==> src/rtl/data_mem_master_pkg.sv <==
`timescale 1ns/1ps
`default_nettype none
// ============================================================================
// Module      : data_mem_master_pkg
// Description : Shared widths, depth and controller state encoding for the
//               data-memory access path.
// Revision    : 1.0 - initial release
// ============================================================================
package data_mem_master_pkg;

    localparam int DATA_W_DEFAULT    = 16;
    localparam int ADDR_W_DEFAULT    = 16;
    localparam int MEM_DEPTH_DEFAULT = 1600;

    localparam logic [2:0] C_ST_IDLE     = 3'd0;
    localparam logic [2:0] C_ST_RD_ISSUE = 3'd1;
    localparam logic [2:0] C_ST_RD_WAIT  = 3'd2;
    localparam logic [2:0] C_ST_WRITE    = 3'd3;
    localparam logic [2:0] C_ST_RESP     = 3'd4;

    typedef enum logic [2:0] {
        ST_IDLE     = C_ST_IDLE,
        ST_RD_ISSUE = C_ST_RD_ISSUE,
        ST_RD_WAIT  = C_ST_RD_WAIT,
        ST_WRITE    = C_ST_WRITE,
        ST_RESP     = C_ST_RESP
    } state_t;

endpackage : data_mem_master_pkg
`default_nettype wire

==> src/rtl/data_mem_master.sv <==
`timescale 1ns/1ps
`default_nettype none
// ============================================================================
// Module      : data_mem_master
// Description : Single-request load/store controller for the 16-bit data
//               memory; sequences read/write strobes and returns responses.
// Revision    : 1.0 - initial release
// ============================================================================
module data_mem_master
    import data_mem_master_pkg::*;
#(
    parameter int DATA_W    = DATA_W_DEFAULT,
    parameter int ADDR_W    = ADDR_W_DEFAULT,
    parameter int MEM_DEPTH = MEM_DEPTH_DEFAULT
) (
    input  logic              clock,
    input  logic              reset_n,
    input  logic              req_valid,
    output logic              req_ready,
    input  logic              req_write,
    input  logic [ADDR_W-1:0] req_addr,
    input  logic [DATA_W-1:0] req_wdata,
    output logic              rsp_valid,
    input  logic              rsp_ready,
    output logic [DATA_W-1:0] rsp_rdata,
    output logic              rsp_error,
    output logic              mem_read,
    output logic              mem_write,
    output logic [ADDR_W-1:0] mem_address,
    output logic [DATA_W-1:0] mem_write_data,
    input  logic [DATA_W-1:0] mem_read_data
);

    localparam logic [ADDR_W-1:0] C_DEPTH = ADDR_W'(MEM_DEPTH);

    state_t            r_state,        w_state_nxt;
    logic              r_req_ready,    w_req_ready_nxt;
    logic              r_rsp_valid,    w_rsp_valid_nxt;
    logic              r_rsp_error,    w_rsp_error_nxt;
    logic [DATA_W-1:0] r_rsp_rdata,    w_rsp_rdata_nxt;
    logic              r_mem_read,     w_mem_read_nxt;
    logic              r_mem_write,    w_mem_write_nxt;
    logic [ADDR_W-1:0] r_mem_address,  w_mem_address_nxt;
    logic [DATA_W-1:0] r_mem_wdata,    w_mem_wdata_nxt;
    logic              w_err;
    logic              w_accept;

    assign w_err    = (req_addr >= C_DEPTH);
    assign w_accept = req_valid && r_req_ready;

    // Every output is a register so reset clears them all asynchronously.
    always_ff @(posedge clock or negedge reset_n) begin
        if (!reset_n) begin
            r_state       <= ST_IDLE;
            r_req_ready   <= 1'b0;
            r_rsp_valid   <= 1'b0;
            r_rsp_error   <= 1'b0;
            r_rsp_rdata   <= '0;
            r_mem_read    <= 1'b0;
            r_mem_write   <= 1'b0;
            r_mem_address <= '0;
            r_mem_wdata   <= '0;
        end else begin
            r_state       <= w_state_nxt;
            r_req_ready   <= w_req_ready_nxt;
            r_rsp_valid   <= w_rsp_valid_nxt;
            r_rsp_error   <= w_rsp_error_nxt;
            r_rsp_rdata   <= w_rsp_rdata_nxt;
            r_mem_read    <= w_mem_read_nxt;
            r_mem_write   <= w_mem_write_nxt;
            r_mem_address <= w_mem_address_nxt;
            r_mem_wdata   <= w_mem_wdata_nxt;
        end
    end

    always_comb begin
        w_state_nxt       = r_state;
        w_rsp_valid_nxt   = r_rsp_valid;
        w_rsp_error_nxt   = r_rsp_error;
        w_rsp_rdata_nxt   = r_rsp_rdata;
        w_mem_read_nxt    = 1'b0;
        w_mem_write_nxt   = 1'b0;
        w_mem_address_nxt = r_mem_address;
        w_mem_wdata_nxt   = r_mem_wdata;

        case (r_state)
            ST_IDLE: begin
                if (w_accept) begin
                    w_mem_address_nxt = req_addr;
                    w_mem_wdata_nxt   = req_wdata;
                    w_rsp_error_nxt   = w_err;
                    w_rsp_rdata_nxt   = '0;
                    if (w_err) begin
                        w_rsp_valid_nxt = 1'b1;
                        w_state_nxt     = ST_RESP;
                    end else if (req_write) begin
                        w_mem_write_nxt = 1'b1;
                        w_state_nxt     = ST_WRITE;
                    end else begin
                        w_mem_read_nxt  = 1'b1;
                        w_state_nxt     = ST_RD_ISSUE;
                    end
                end
            end
            ST_RD_ISSUE: begin
                w_state_nxt = ST_RD_WAIT;
            end
            ST_RD_WAIT: begin
                // Memory presents the word sampled on the previous edge.
                w_rsp_rdata_nxt = mem_read_data;
                w_rsp_valid_nxt = 1'b1;
                w_state_nxt     = ST_RESP;
            end
            ST_WRITE: begin
                w_rsp_valid_nxt = 1'b1;
                w_state_nxt     = ST_RESP;
            end
            ST_RESP: begin
                if (rsp_ready) begin
                    w_rsp_valid_nxt = 1'b0;
                    w_state_nxt     = ST_IDLE;
                end
            end
            default: begin
                w_rsp_valid_nxt = 1'b0;
                w_state_nxt     = ST_IDLE;
            end
        endcase

        // Ready only once IDLE has been reached, never on the return edge itself.
        w_req_ready_nxt = (w_state_nxt == ST_IDLE);
    end

    assign req_ready      = r_req_ready;
    assign rsp_valid      = r_rsp_valid;
    assign rsp_error      = r_rsp_error;
    assign rsp_rdata      = r_rsp_rdata;
    assign mem_read       = r_mem_read;
    assign mem_write      = r_mem_write;
    assign mem_address    = r_mem_address;
    assign mem_write_data = r_mem_wdata;

endmodule : data_mem_master
`default_nettype wire

==> config.mk <==
export PLATFORM = sky130hd
export DESIGN_NAME = data_mem_master
export DESIGN_NICKNAME = d
export VERILOG_FILES = /design/src/rtl/data_mem_master_pkg.sv /design/src/rtl/data_mem_master.sv
export SDC_FILE = /design/constraint.sdc
export NUM_CORES = 1
export LEC_CHECK = 0
export ABC_AREA = 0
export BUFFER_PORTS_ARGS = -buffer_cell sky130_fd_sc_hd__buf_4
export CORE_MARGIN = 1
export CORE_UTILIZATION = 50
export DETAILED_ROUTE_END_ITERATION = 6
export GPL_TIMING_DRIVEN = 0
export HOLD_SLACK_MARGIN = 0.15
export PLACE_DENSITY = 0.84
export REMOVE_ABC_BUFFERS = 1
export SYNTH_ARGS = -nofsm -noshare
export SYNTH_HDL_FRONTEND = slang
export SYNTH_SLANG_ARGS = --single-unit
==> constraint.sdc <==
create_clock -name clock -period 4.4 [get_ports clock]
set_input_delay 0.22 -clock clock [delete_from_list [all_inputs] [get_ports clock]]
set_output_delay 0.22 -clock clock [all_outputs]
set_load 0.02 [all_outputs]
==> flow_summary.yaml, run 1 <==
power_and_ir_drop:
  p_leak_uw: 0.00177
  irDropWorstVdd_v: 0.000403
  power_density_nw_per_um2: 581
cts:
  clockRootBuffer: "clkbuf_8"
  cts_tree: "built"
  cts_resized: 0
  cts.sinks: 56
  h-tree-depth: 2
  clock_path_buffers: 2
  post_cts_buffers: 0
  clkLatencyLatePin_ps: 290
  cts_buffers: 5
  path_clk_slew_ps: 90
setup_path:
  crit_chain: "nand4bb_4 > nor2_8 > mux2_2"
  critPathBufInv: 0
  path_delay_family: "simple AND/OR/NAND/NOR gates"
  critical_path_arrival_ps: 2220
  slowest_delay_ps: 770
  path_class: "reg -> reg"
  cp.required_ps: 4580
  end_kind: "flip-flop"
  setup.worst_path.start_class: "flip-flop"
  crit_path_max_fanout: 53
  cp_slowest_cell: "nor2_8"
timing:
  skew_ps: 6.66
  hold_violations: 0
  hold_ws_ps: 158
  tightest_slew_ps: 1000
  rsz0062_at_grt: "false"
  max_slew_margin_pct: 32.8
  fmax_mhz: 490
  drv_slew: 0
  tns_ps: 0
  setup_viol_count_final: 0
  period_minus_slack_ps: 2040
  finalCritPeriodShare_pct: 46.4
synth:
  syn_inst: 167
  avgSynthCellArea_um2: 14.2
  ys_warn_count: 0
  synth-seq-cells: 56
  ys_seq_area_share_pct: 59.1
  ys_types: 27
  syn_area_um2: 2370
placed_design:
  portBuffers: 105
  hpwl_mm: 3.39
  gp_congestion: 0.697
layout:
  layout-drive-gt1-share_pct: 47.9
  area_growth_pct: 53.6
  final_cell_mix: "105 x buf_4, 56 x dfrtp_1, 42 x dlygate4sd3_1"
  num_antenna_cells: 0
  layout_commonest_cell: "buf_4"
  fin_nets: 365
detailed_routing:
  num_vias: 1822
  drcViolationCount: 16
  drt_iter0_drc: 134
  ant_nets: 0
  first_pass_iters: 6
  postRouteWirelength_mm: 5.95
  viasPerCell: 5.02
  avgRoutedWirePerCell_um: 16.4
floorplanning:
  initial_core_util_pct: 53.3
  rows: 24
  core_area_um2: 4440
  die_w_um: 70.8
  ioPinCount: 106
  die_area_um2: 5020
  die_h_um: 70.8
global_routing:
  grtUsageMet2_pct: 43.6
  antenna_found_initial: 0
  grt_pass1_wl_mm: 9.16
  grt_usage_pct: 24.0
  grt_max_degree: 57
  globalRouteMet3Util_pct: 4.70
  grt_overflow: 0
  grt_most_used_layer: "met2"
  grt_pass1_vias: 1880
  use_met1_pct: 30.1
outcome:
  status: "complete, but fails checks"
  violations: "DRC"
flow_run:
  max-cap-violations: 0
min_path:
  hp-class: "in -> reg"
## sequential cells by signal (all words and copies together) (netlist names)
signal and cells:
rsp_rdata 16, mem_read 1, mem_write 1, mem_write_data 16, r_state 3, mem_address 16
rsp_valid 1, rsp_error 1, req_ready 1
## cells in the mapped netlist, drive strengths merged
master / count / area (um2)
a2111oi: 1 / 15.0
a221o: 1 / 10.0
a31o: 1 / 8.76
and3: 2 / 12.5
buf: 7 / 91.3
clkbuf: 2 / 10.0
dfrtp: 56 / 1400
inv: 1 / 3.75
mux2: 33 / 484
nand2: 32 / 120
nand3: 1 / 5.00
nand4bb: 1 / 27.5
nor2: 2 / 23.8
nor3: 3 / 15.0
nor3b: 2 / 20.0
nor4: 2 / 12.5
o21ai: 17 / 85.1
o22ai: 1 / 6.26
o311ai: 1 / 8.76
or3b: 1 / 8.76
## repair_timing
item / in CTS / in global routing
setup endpoints to repair: 0 / 0
hold buffers: 34 / 8
hold endpoints to repair: 89 / 8
## cell families after synthesis
kind of cell    Yosys count  share of synthesized area [%]
simple gates             46                           10.3
compound gates           22                           5.65
buf+inv                  10                           4.43
mux                      33                           20.4
flops                    56                           59.1
## metrics by stage
step	std cells	setup slack [ps]	total power (uW)	cell area (um2)	util [%]
floorplan	158	2590	1380	2270	-
global placement	315	2390	1740	3120	70.2
detailed placement	315	2330	1770	3120	70.2
CTS	355	2320	2110	3560	80.1
global route	363	2250	2210	3640	81.9
finish	363	2360	2110	3640	81.9
## per-layer routing
metal | share of wire (%) | vias to the layer above
li1 | - | 862
met1 | 42 | 873
met5 | 0 | -
met2 | 52 | 81
met4 | 0.74 | 0
met3 | 5.6 | 6
## cell type report
type,instances,area [um2]
Sequential cell,56,1400
Timing Repair Buffer,147,1210
Multi-Input combinational cell,101,863
Fill cell,256,803
Clock buffer,5,68.8
Tap cell,52,65.1
Clock inverter,1,30.0
Inverter,1,3.75
## power by group
| group | switching (uW) | internal, uW | total (uW) |
|---|---|---|---|
| Sequential | 121 | 689 | 810 |
| Clock | 149 | 164 | 312 |
| Combinational | 454 | 538 | 992 |
| Total | 724 | 1390 | 2110 |
## path summary, 6_finish.rpt
path,startpoint,endpoint,slack [ps],depth (start not counted)
min in group asynchronous,reset_n,mem_address[11],500,2
worst min-delay path,req_wdata[3],mem_write_data[3],160,2
worst max register to register,r_state[2],mem_write_data[1],2360,3
max in group asynchronous,reset_n,rsp_rdata[12],3430,2
worst max-delay path,r_state[2],mem_write_data[1],2360,3
worst min register to register,mem_write_data[0],mem_write_data[0],520,1
No activity file was read; power rests on OpenSTA's default activity.
==> inputs of run 2 (changes only) <==
- ABC_AREA: 0 -> 1
- CORE_UTILIZATION: 50 -> 47
- PLACE_DENSITY: 0.84 -> 0.8
- clock period: 4.4 -> 1.95 ns (I/O delays scaled with it)
==> run 2 against run 1 <==
  * The flow now finishes without violations
  * Non-clock buffer count rose by 9
  * Clock skew rose by 3.2 ps
  * Sequential share of layout area fell by 1.0 points
  * Design area rose by 2.7%
  * Fmax rose by 20%
  * Combinational power rose to 2.6 times the previous value
  * Via count rose by 27%
  * Largest cell class unchanged
  * Utilization fell by 3.8 points
  * Die area rose by 6.4%
  * Clock power rose by 92%
  * Total power rose by 140%
==> flow_summary.yaml, run 2 <==
outcome:
  status: "finished, final reports clean"
synth:
  syn_area_um2: 2370
  synth.top_cells.by_count: "119 x nand2_1, 56 x dfrtp_1, 30 x nand3_1, 15 x inv_1, 8 x nor2_1"
  avgSynthCellArea_um2: 8.99
  ys_async_sr_fraction_pct: 100
  ys_seq_area_share_pct: 59.0
  synth_top_area_share_pct: 59.0
  synth_top_cell_by_area: "dfrtp_1"
  synthFlopType: "dfrtp_1"
  ys_warn_count: 0
  ys_types: 17
  syn_inst: 264
  synth_edf_count: 0
  synthTopCellsByArea: "dfrtp_1 59%, nand2_1 19%, nand3_1 6.3%, nand3_2 3.0%, buf_6 2.8%"
  synth_most_common_cell: "nand2_1"
  synth-seq-cells: 56
layout:
  seq_area_um2: 1400
  multi_input_area_um2: 811
  fin_nets: 468
  num_antenna_cells: 0
  fin_cells: 482
  final_cell_mix: "119 x nand2_1, 106 x buf_4, 56 x dfrtp_1"
  area_growth_pct: 57.5
  layout-drive-gt1-share_pct: 30.8
  stdcell_area_um2: 3740
  layout_commonest_cell: "nand2_1"
  nFillCells: 332
cts:
  clockRootBuffer: "clkbuf_8"
  cts_tree: "built"
  clkLatencyLatePin_ps: 300
  path_clk_slew_ps: 100
  cts.sinks: 56
  h-tree-depth: 2
  clock_path_buffers: 2
  cts_buffers: 5
timing:
  fmax_mhz: 589
  period_minus_slack_ps: 1700
  setup_viol_count_final: 0
  fin_ws_ps: 253
  tns_ps: 0
  hold_violations: 0
  rsz0062_at_grt: "false"
  skew_ps: 9.84
  finalCritPeriodShare_pct: 87.0
  max_slew_margin_pct: 53.3
  tightest_slew_ps: 700
  drv_slew: 0
floorplanning:
  die_w_um: 73.1
  core_area_um2: 4790
  rows: 25
  ioPinCount: 106
  die_h_um: 73.1
  die_area_um2: 5340
  initial_core_util_pct: 49.6
detailed_routing:
  num_vias: 2310
  ant_nets: 0
  first_pass_iters: 4
  drt_iter0_drc: 94
  viasPerCell: 4.79
  avgRoutedWirePerCell_um: 13.3
  drcViolationCount: 0
  postRouteWirelength_mm: 6.39
placed_design:
  preCtsSetupSlack_ps: -691
  portBuffers: 105
  place_inst: 423
  hpwl_mm: 3.50
  gp_congestion: 0.847
  dpl_cell_area_um2: 3140
min_path:
  hp-class: "in -> reg"
setup_path:
  cp.required_ps: 2180
  end_kind: "flip-flop"
  path_class: "reg -> reg"
  crit_path_max_fanout: 23
  critical_path_arrival_ps: 1930
  setup.worst_path.start_class: "flip-flop"
global_routing:
  grt_pass1_vias: 2151
  grt_overflow: 0
  grt_max_degree: 57
  antenna_found_initial: 0
  grt_usage_pct: 24.8
  grt_pass1_wl_mm: 10.0
power_and_ir_drop:
  irDropWorstVdd_v: 0.000939
  power_density_nw_per_um2: 1350
  p_leak_uw: 0.00206
flow_run:
  max-cap-violations: 0
-- run 2: logic make-up (layout without fill, tap and decap cells) --
logic type	count (synthesis)	in the layout	synth area share, %
compound gates	7	7	1.63
buf+inv	29	179	7.06
flops	56	56	59.0
simple gates	172	173	32.3
-- run 2: power by group --
part | leakage, uW | switching [uW] | internal, uW | total, uW
sequential | 0.000716 | 276 | 1620 | 1890
clock | 0.0000410 | 355 | 246 | 600
combinational | 0.00130 | 1550 | 1010 | 2560
-- run 2: critical path, cell delays in order (launching register included) --
cell	delay, ps
dfrtp_1	370
clkinvlp_4	380
nand2_4	250
nor2_4	80
buf_4	210
a21oi_2	180
nand2_1	70
nor2_1	100
-- run 2: final timing paths --
path                       slack [ps]                end  cells after the start               from
setup / recovery                  250          req_ready                      7         r_state[2]
hold / removal                    170          rsp_valid                      5          rsp_ready
setup reg to reg                  250          req_ready                      7         r_state[2]
hold reg to reg                   480  mem_write_data[1]                      2  mem_write_data[1]
max in group asynchronous        1110     mem_address[5]                      2            reset_n
min in group asynchronous         370          req_ready                      2            reset_n
-- run 2: per-layer routing --
metal	vias up	GRT usage (%)	part of all wire, %
li1	1119	-	-
met1	1080	30.4	41
met2	96	43.7	51
met3	15	4.70	6.2
met4	0	8.28	1.8
met5	-	0	0
-- run 2: final cells by class --
class / instances / area share [%]
Clock buffer: 6 / 1.94
Timing Repair Buffer: 156 / 34.7
Clock inverter: 1 / 0.134
Multi-Input combinational cell: 180 / 21.7
Tap cell: 67 / 2.24
Sequential cell: 56 / 37.5
Inverter: 16 / 1.84
-- run 2: timing repair --
action,4_1_cts,5_1_grt
cloned,1,0
pin swaps,1,0
hold buffers,50,0
gates resized for setup,2,1
setup endpoints to repair,51,9
endpoints found under the hold margin,106,0
setup buffers,1,0
-- run 2: through the flow --
stage               util, %  total power [uW]  hold WS [ps]
floorplan                 -              3280          -198
global placement       65.6              4250           194
detailed placement     65.6              4310           195
CTS                    78.1              5040           161
global route           78.1              5400           209
finish                 78.1              5050           175
